<file path="src/rtl/adc_scan_spi.sv">
// Continuous SPI scanner for an ADC78H90-class 8-input, 12-bit ADC: walks a contiguous
// address range, undoes the one-frame result pipeline and keeps per-channel results or peaks.
module adc_scan_spi #(
    parameter int          NUM_CH    = 6,
    parameter int          FIRST_CH  = 0,
    parameter int          SCLK_DIV  = 2,
    parameter logic [7:0]  PEAK_MASK = 8'b0000_0011
) (
    input  logic                   clock,
    input  logic                   nreset,
    output logic                   SCLK,
    output logic                   nCS,
    output logic                   MOSI,
    input  logic                   MISO,
    output logic [12*NUM_CH-1:0]   ain,
    output logic                   sample_valid,
    output logic [2:0]             sample_ch,
    output logic                   scan_done,
    input  logic                   pk_detect_reset,
    output logic                   pk_detect_ack,
    output logic [1:0]             dbg_state
);

    localparam int                CW        = (SCLK_DIV > 1) ? $clog2(SCLK_DIV) : 1;
    localparam logic [CW-1:0]     CNT_LAST  = CW'(SCLK_DIV - 1);
    localparam logic [2:0]        LAST_IDX  = 3'(NUM_CH - 1);
    localparam logic [2:0]        BASE_ADDR = 3'(FIRST_CH);
    localparam logic [NUM_CH-1:0] PEAK_VEC  = PEAK_MASK[NUM_CH-1:0];

    typedef enum logic [1:0] {
        S_COMMIT = 2'd0,
        S_QUIET  = 2'd1,
        S_LOW    = 2'd2,
        S_HIGH   = 2'd3
    } state_t;

    state_t                 state_q;
    logic [CW-1:0]          cnt_q;
    logic [3:0]             bit_cnt_q;
    logic [15:0]            word_q;
    logic [11:0]            rx_q;
    logic [2:0]             idx_q;
    logic [2:0]             cur_idx_q;
    logic [2:0]             prev_idx_q;
    logic                   primed_q;
    logic [NUM_CH-1:0]      restart_q;
    logic                   ack_q;
    logic [12*NUM_CH-1:0]   ain_q;
    logic                   sclk_q;
    logic                   ncs_q;
    logic                   mosi_q;
    logic                   valid_q;
    logic [2:0]             ch_q;
    logic                   done_q;

    logic [15:0]            word_d;
    logic [2:0]             idx_d;
    logic                   accept_d;
    logic [NUM_CH-1:0]      sel_d;
    logic [11:0]            old_d;
    logic                   hold_d;
    logic [11:0]            new_d;
    logic [NUM_CH-1:0]      restart_d;

    always_comb begin
        word_d   = {2'b00, BASE_ADDR + idx_q, 11'b0};
        idx_d    = (idx_q == LAST_IDX) ? 3'd0 : idx_q + 3'd1;
        accept_d = pk_detect_reset & ~ack_q;
        sel_d    = '0;
        old_d    = '0;
        hold_d   = 1'b0;
        for (int k = 0; k < NUM_CH; k++) begin
            if (prev_idx_q == 3'(k)) begin
                sel_d[k] = primed_q;
                old_d    = ain_q[12*k +: 12];
                hold_d   = PEAK_VEC[k] & ~restart_q[k];
            end
        end
        // A restart accepted in this same COMMIT forces a plain load of the new sample.
        hold_d    = hold_d & ~accept_d & (old_d >= rx_q);
        new_d     = hold_d ? old_d : rx_q;
        restart_d = (restart_q | (accept_d ? PEAK_VEC : '0)) & ~sel_d;
    end

    always_ff @(posedge clock or negedge nreset) begin
        if (!nreset) begin
            state_q    <= S_QUIET;
            cnt_q      <= '0;
            bit_cnt_q  <= '0;
            word_q     <= '0;
            rx_q       <= '0;
            idx_q      <= '0;
            cur_idx_q  <= '0;
            prev_idx_q <= '0;
            primed_q   <= 1'b0;
            restart_q  <= '1;
            ack_q      <= 1'b0;
            ain_q      <= '0;
            sclk_q     <= 1'b0;
            ncs_q      <= 1'b1;
            mosi_q     <= 1'b0;
            valid_q    <= 1'b0;
            ch_q       <= '0;
            done_q     <= 1'b0;
        end else begin
            valid_q <= 1'b0;
            done_q  <= 1'b0;
            case (state_q)
                S_COMMIT: begin
                    primed_q  <= 1'b1;
                    restart_q <= restart_d;
                    if (accept_d) begin
                        ack_q <= 1'b1;
                    end else if (!pk_detect_reset) begin
                        ack_q <= 1'b0;
                    end
                    // The first frame after reset carries the ADC power-up address; drop it.
                    if (primed_q) begin
                        for (int k = 0; k < NUM_CH; k++) begin
                            if (sel_d[k]) ain_q[12*k +: 12] <= new_d;
                        end
                        valid_q <= 1'b1;
                        ch_q    <= prev_idx_q;
                        done_q  <= (prev_idx_q == LAST_IDX);
                    end
                    state_q <= S_QUIET;
                end
                S_QUIET: begin
                    word_q     <= word_d;
                    bit_cnt_q  <= 4'd15;
                    prev_idx_q <= cur_idx_q;
                    cur_idx_q  <= idx_q;
                    idx_q      <= idx_d;
                    cnt_q      <= '0;
                    ncs_q      <= 1'b0;
                    sclk_q     <= 1'b0;
                    mosi_q     <= word_d[15];
                    state_q    <= S_LOW;
                end
                S_LOW: begin
                    if (cnt_q == CNT_LAST) begin
                        cnt_q   <= '0;
                        sclk_q  <= 1'b1;
                        state_q <= S_HIGH;
                    end else begin
                        cnt_q <= cnt_q + 1'b1;
                    end
                end
                default: begin
                    if (cnt_q == CNT_LAST) begin
                        cnt_q  <= '0;
                        rx_q   <= {rx_q[10:0], MISO};
                        sclk_q <= 1'b0;
                        if (bit_cnt_q == 4'd0) begin
                            ncs_q   <= 1'b1;
                            mosi_q  <= 1'b0;
                            state_q <= S_COMMIT;
                        end else begin
                            bit_cnt_q <= bit_cnt_q - 4'd1;
                            mosi_q    <= word_q[bit_cnt_q - 4'd1];
                            state_q   <= S_LOW;
                        end
                    end else begin
                        cnt_q <= cnt_q + 1'b1;
                    end
                end
            endcase
        end
    end

    assign SCLK          = sclk_q;
    assign nCS           = ncs_q;
    assign MOSI          = mosi_q;
    assign ain           = ain_q;
    assign sample_valid  = valid_q;
    assign sample_ch     = ch_q;
    assign scan_done     = done_q;
    assign pk_detect_ack = ack_q;
    assign dbg_state     = state_q;

endmodule

</file>
<file path="config.mk">
export PLATFORM = sky130hd
export DESIGN_NAME = adc_scan_spi
export DESIGN_NICKNAME = d
export VERILOG_FILES = /design/src/rtl/adc_scan_spi.sv
export SDC_FILE = /design/constraint.sdc
export NUM_CORES = 1
export LEC_CHECK = 0
export CAP_MARGIN = 40
export CORE_MARGIN = 1
export CORE_UTILIZATION = 24
export DETAILED_ROUTE_END_ITERATION = 10
export GPL_TIMING_DRIVEN = 0
export SYNTH_ARGS = -nofsm -noshare
export SYNTH_HDL_FRONTEND = slang
export SYNTH_SLANG_ARGS = --single-unit
</file>
<file path="constraint.sdc">
create_clock -name clock -period 2.8 [get_ports clock]
set_input_delay 0.56 -clock clock [delete_from_list [all_inputs] [get_ports clock]]
set_output_delay 0.56 -clock clock [all_outputs]
set_load 0.01 [all_outputs]
</file>
==> metrics <==
worst reg2reg startpoint=prev_idx_q[0]; RD Place Congestion=0.777; CTS sink cnt=112; core box area=22600 um^2; Slowest Stage Delay on Critical Path=roughly 0.40 ns; worst setup path end=ain[16]; Hold Buf Count CTS=0; Antenna Nets Post-Route=0; most used cell, CP=buf_12; n_diodes=0; critical path's slowest cell=dfrtp_1; Layout Area Growth over Synthesis=35.9%; Sequential Power Share=between 50% and 60%; sequential cell area fraction in the yosys report=50.8%; routed via count=4073; # DRC=2; Post-Syn Instances=443; port bufs=86; main combinational cell family by area after synthesis=multiplexers; Layout Nets=591; Tmin final=3.13 ns; Max Clock Skew=0.0117 ns; area share of and/or/nand/nor cells after synthesis=8.02%; wire length per cell=18.8 um; # setup viols final=34; Post-Syn Area per Cell=12.5 um^2; cell taking the most area after synthesis=dfrtp_1; R2R depth=14; CP Data Arrival Time=3.42 ns; clock power share=between 40% and 50%; Place WS=-0.709 ns; setup_tns=-7.96 ns; global route total overflow=0; post-synth top area share=48.9%; hold crit path type=input port to asynchronous set/reset pin; GRT Total Usage=13.9%; # Max-Cap Violations=0; layer with the highest usage=met2; met1 usage=18.5%; Main synth FF type=dfrtp_1; die area=23600 um^2; Die Y=~150 um; CTS tree=done; synth top area cells=dfrtp_1 49%, mux2_2 12%, mux4_2 4.1%, ha_1 3.8%, a221o_1 3.6%; R2R setup slack=-0.33 ns; vias in the first global route=around 4000; WP data required=3.09 ns; M3 GR Usage=3.55%; first-pass GRT wire length=24700 um; Post-synth EDFFs=0; Crit. End Element=flop; fin crit share=112%; Int Power=2.42 mW; die width=154 um; RR Endpoint=ain[16]; register area=around 2800 um^2; Clock Tree Buf Depth=2; maximum vdd ir drop=between 0.2 and 0.3 mV; mux cell area share after synthesis=19.0%; Worst setup SP type=flop; run status=finished with violations; Static Leakage=3.29 nW; Cell Pwr Density=about 410 nW/um^2; share of cells above drive strength 1=29.2%; final wirelength=approximately 16000 um; area of the multi-input gates=2520 um^2; fraction of registers with async set or reset after synthesis=between 90% and 100%; final hold viol count=0; Setup Crit Path Kind=flop to flop; slew margin rel.=64.0%; Synth Area in Compound Gates=13.0%; detailed placer's ending HPWL=10900 um; DRT iter0 DRCs=approximately 260; combinational power share=2.4%; Synth Area in Adders=around 3.8%; Root Buffer=clkbuf_16; mapped cell area=5530 um^2; Netlist cell types=54; Yosys warning count=0; initial antenna violation count=0; failing checks=design-rule violations, negative setup slack; I/O pin cnt=87; Critical Path Stages=14; Max Freq=approximately 320 MHz; cts bufs inserted=9; RSZ-0062 raised after global routing=yes; Rows=55; crit path buf inv count=5; setup ws final=-0.334 ns; drt pass-1 iters=7; htree depth=3; Post-synth top cells=108 x dfrtp_1, 60 x mux2_2, 30 x inv_1; Final Max Slew Viols=0; Seq cells post-synth=approximately 110; synthesized net count=464; clk_lat worst skew=0.36 ns; DR vias/cell=around 4.7; CP delay by family, top=compound AO/OA/AOI/OAI gates; CP Max Fanout=5; met2 usage=21.2%; largest net degree at the start of global routing=67; CTS clk-pin slew, worst paths=0.07 ns; Power, Total=3.09 mW; crit path cell chain=buf_12 -> buf_12 -> buf_12 -> nand3b_1 -> o22ai_2 -> a221oi_2 -> ha_1 -> a2111oi_4 -> o21bai_2 -> o21a_4 -> o31ai_4 -> buf_4 -> buf_6 -> a221o_1; most numerous cell in the Yosys netlist=dfrtp_1; number of fill cells in the layout=2221; Switching Fraction=between 20% and 30%; Switch Pwr=roughly 0.67 mW; Slew @ Worst Pin=around 0.54 ns; Starting Density=24.4%; CP startpoint=prev_idx_q[0]; XOR/XNOR Fraction of Synth Area=0.476%
what timing repair did:
action | in CTS | in global routing
gates cloned | 1 | 3
resized for setup | 31 | 1
buffers inserted | 16 | 10
endpoints found under the setup margin | 24 | 34
pin swaps | 7 | 5
per-layer routing:
layer	up-vias	wire, um
met3	23	1090
met2	128	7190
met5	-	0
met1	2050	7420
met4	0	476
li1	1872	-
flip-flops by register name (all words and copies together) (netlist names), 2 cells and up:
register / cells
restart_q: 2
dbg_state: 2
bit_cnt_q: 4
sample_ch: 3
prev_idx_q: 3
rx_q: 12
word_q: 3
idx_q: 3
ain: 72
how the worst min path moves through the flow:
stage,end,start,cells after the start,slack [ns]
after global placement,idx_q[0],idx_q[0],1,0.46
after global routing,ain[70],nreset,1,0.16
after floorplan,MOSI,nreset,0,0.26
after CTS,scan_done,nreset,1,0.15
final,scan_done,nreset,1,0.13
after detailed placement,sample_ch[0],sample_ch[0],2,0.47
cell type report:
class	instances	area share, %
flip-flops and latches	112	37.4
multi-input cells	277	33.6
repair buffers	117	15.7
well taps	285	4.75
clock buffers	13	3.60
plain buffers	23	2.93
inverters	30	1.50
clock inverters	3	0.533
cells in the final DEF, fill, tap and decap left out, types with 5 or more instances in the layout:
master / synthesis / routed
dfrtp_1: 108 / 108
clkdlybuf4s50_1: 0 / 85
mux2_2: 60 / 60
buf_4: 8 / 29
inv_1: 30 / 28
and2_1: 24 / 24
nand2_1: 22 / 22
a221o_1: 20 / 20
o21ai_0: 19 / 17
ha_1: 17 / 17
mux2i_1: 14 / 14
nor2_1: 12 / 11
clkbuf_16: 0 / 11
mux4_2: 10 / 10
buf_6: 4 / 8
o22ai_1: 12 / 7
clkbuf_1: 8 / 7
buf_12: 0 / 6
a21oi_1: 6 / 6
nor3_1: 6 / 6
o22ai_2: 0 / 5
o21a_1: 5 / 5
cell families after synthesis:
kind of cell	after synthesis
mux	85
flops	112
fa+ha+maj	17
compound gates	89
buf+inv	54
xor+xnor	3
simple gates	83
power groups by stage:
stage | combinational, mW | sequential (mW) | clock [mW]
6_report | 0.0744 | 1.65 | 1.36
5_1_grt | 0.0866 | 1.65 | 1.46
4_1_cts | 0.0776 | 1.65 | 1.39
3_5_place_dp | 0.0765 | 1.68 | 0
3_3_place_gp | 0.0708 | 1.68 | 0
2_1_floorplan | 0.0261 | 1.67 | 0
worst register-to-register path: cells and delay by family (launching register included):
kind                     cells  cell delay [ns]
AO/OA/AOI/OAI                7             1.47
adder cells (fa/ha/maj)      1             0.32
buffers and inverters        5             0.69
flip-flops                   1             0.40
AND/OR/NAND/NOR              1             0.19
stage by stage:
stage / cells / utilization (%) / hold WS (ns) / instance area, um^2
after floorplan: 443 / - / 0.264 / 5560
after global placement: 814 / 29.9 / 0.457 / 6780
after detailed placement: 815 / 30.1 / 0.467 / 6810
after CTS: 847 / 32.6 / 0.149 / 7380
after global routing: 860 / 33.2 / 0.164 / 7510
final: 860 / 33.2 / 0.126 / 7510
(Power assumes the default switching activity.)
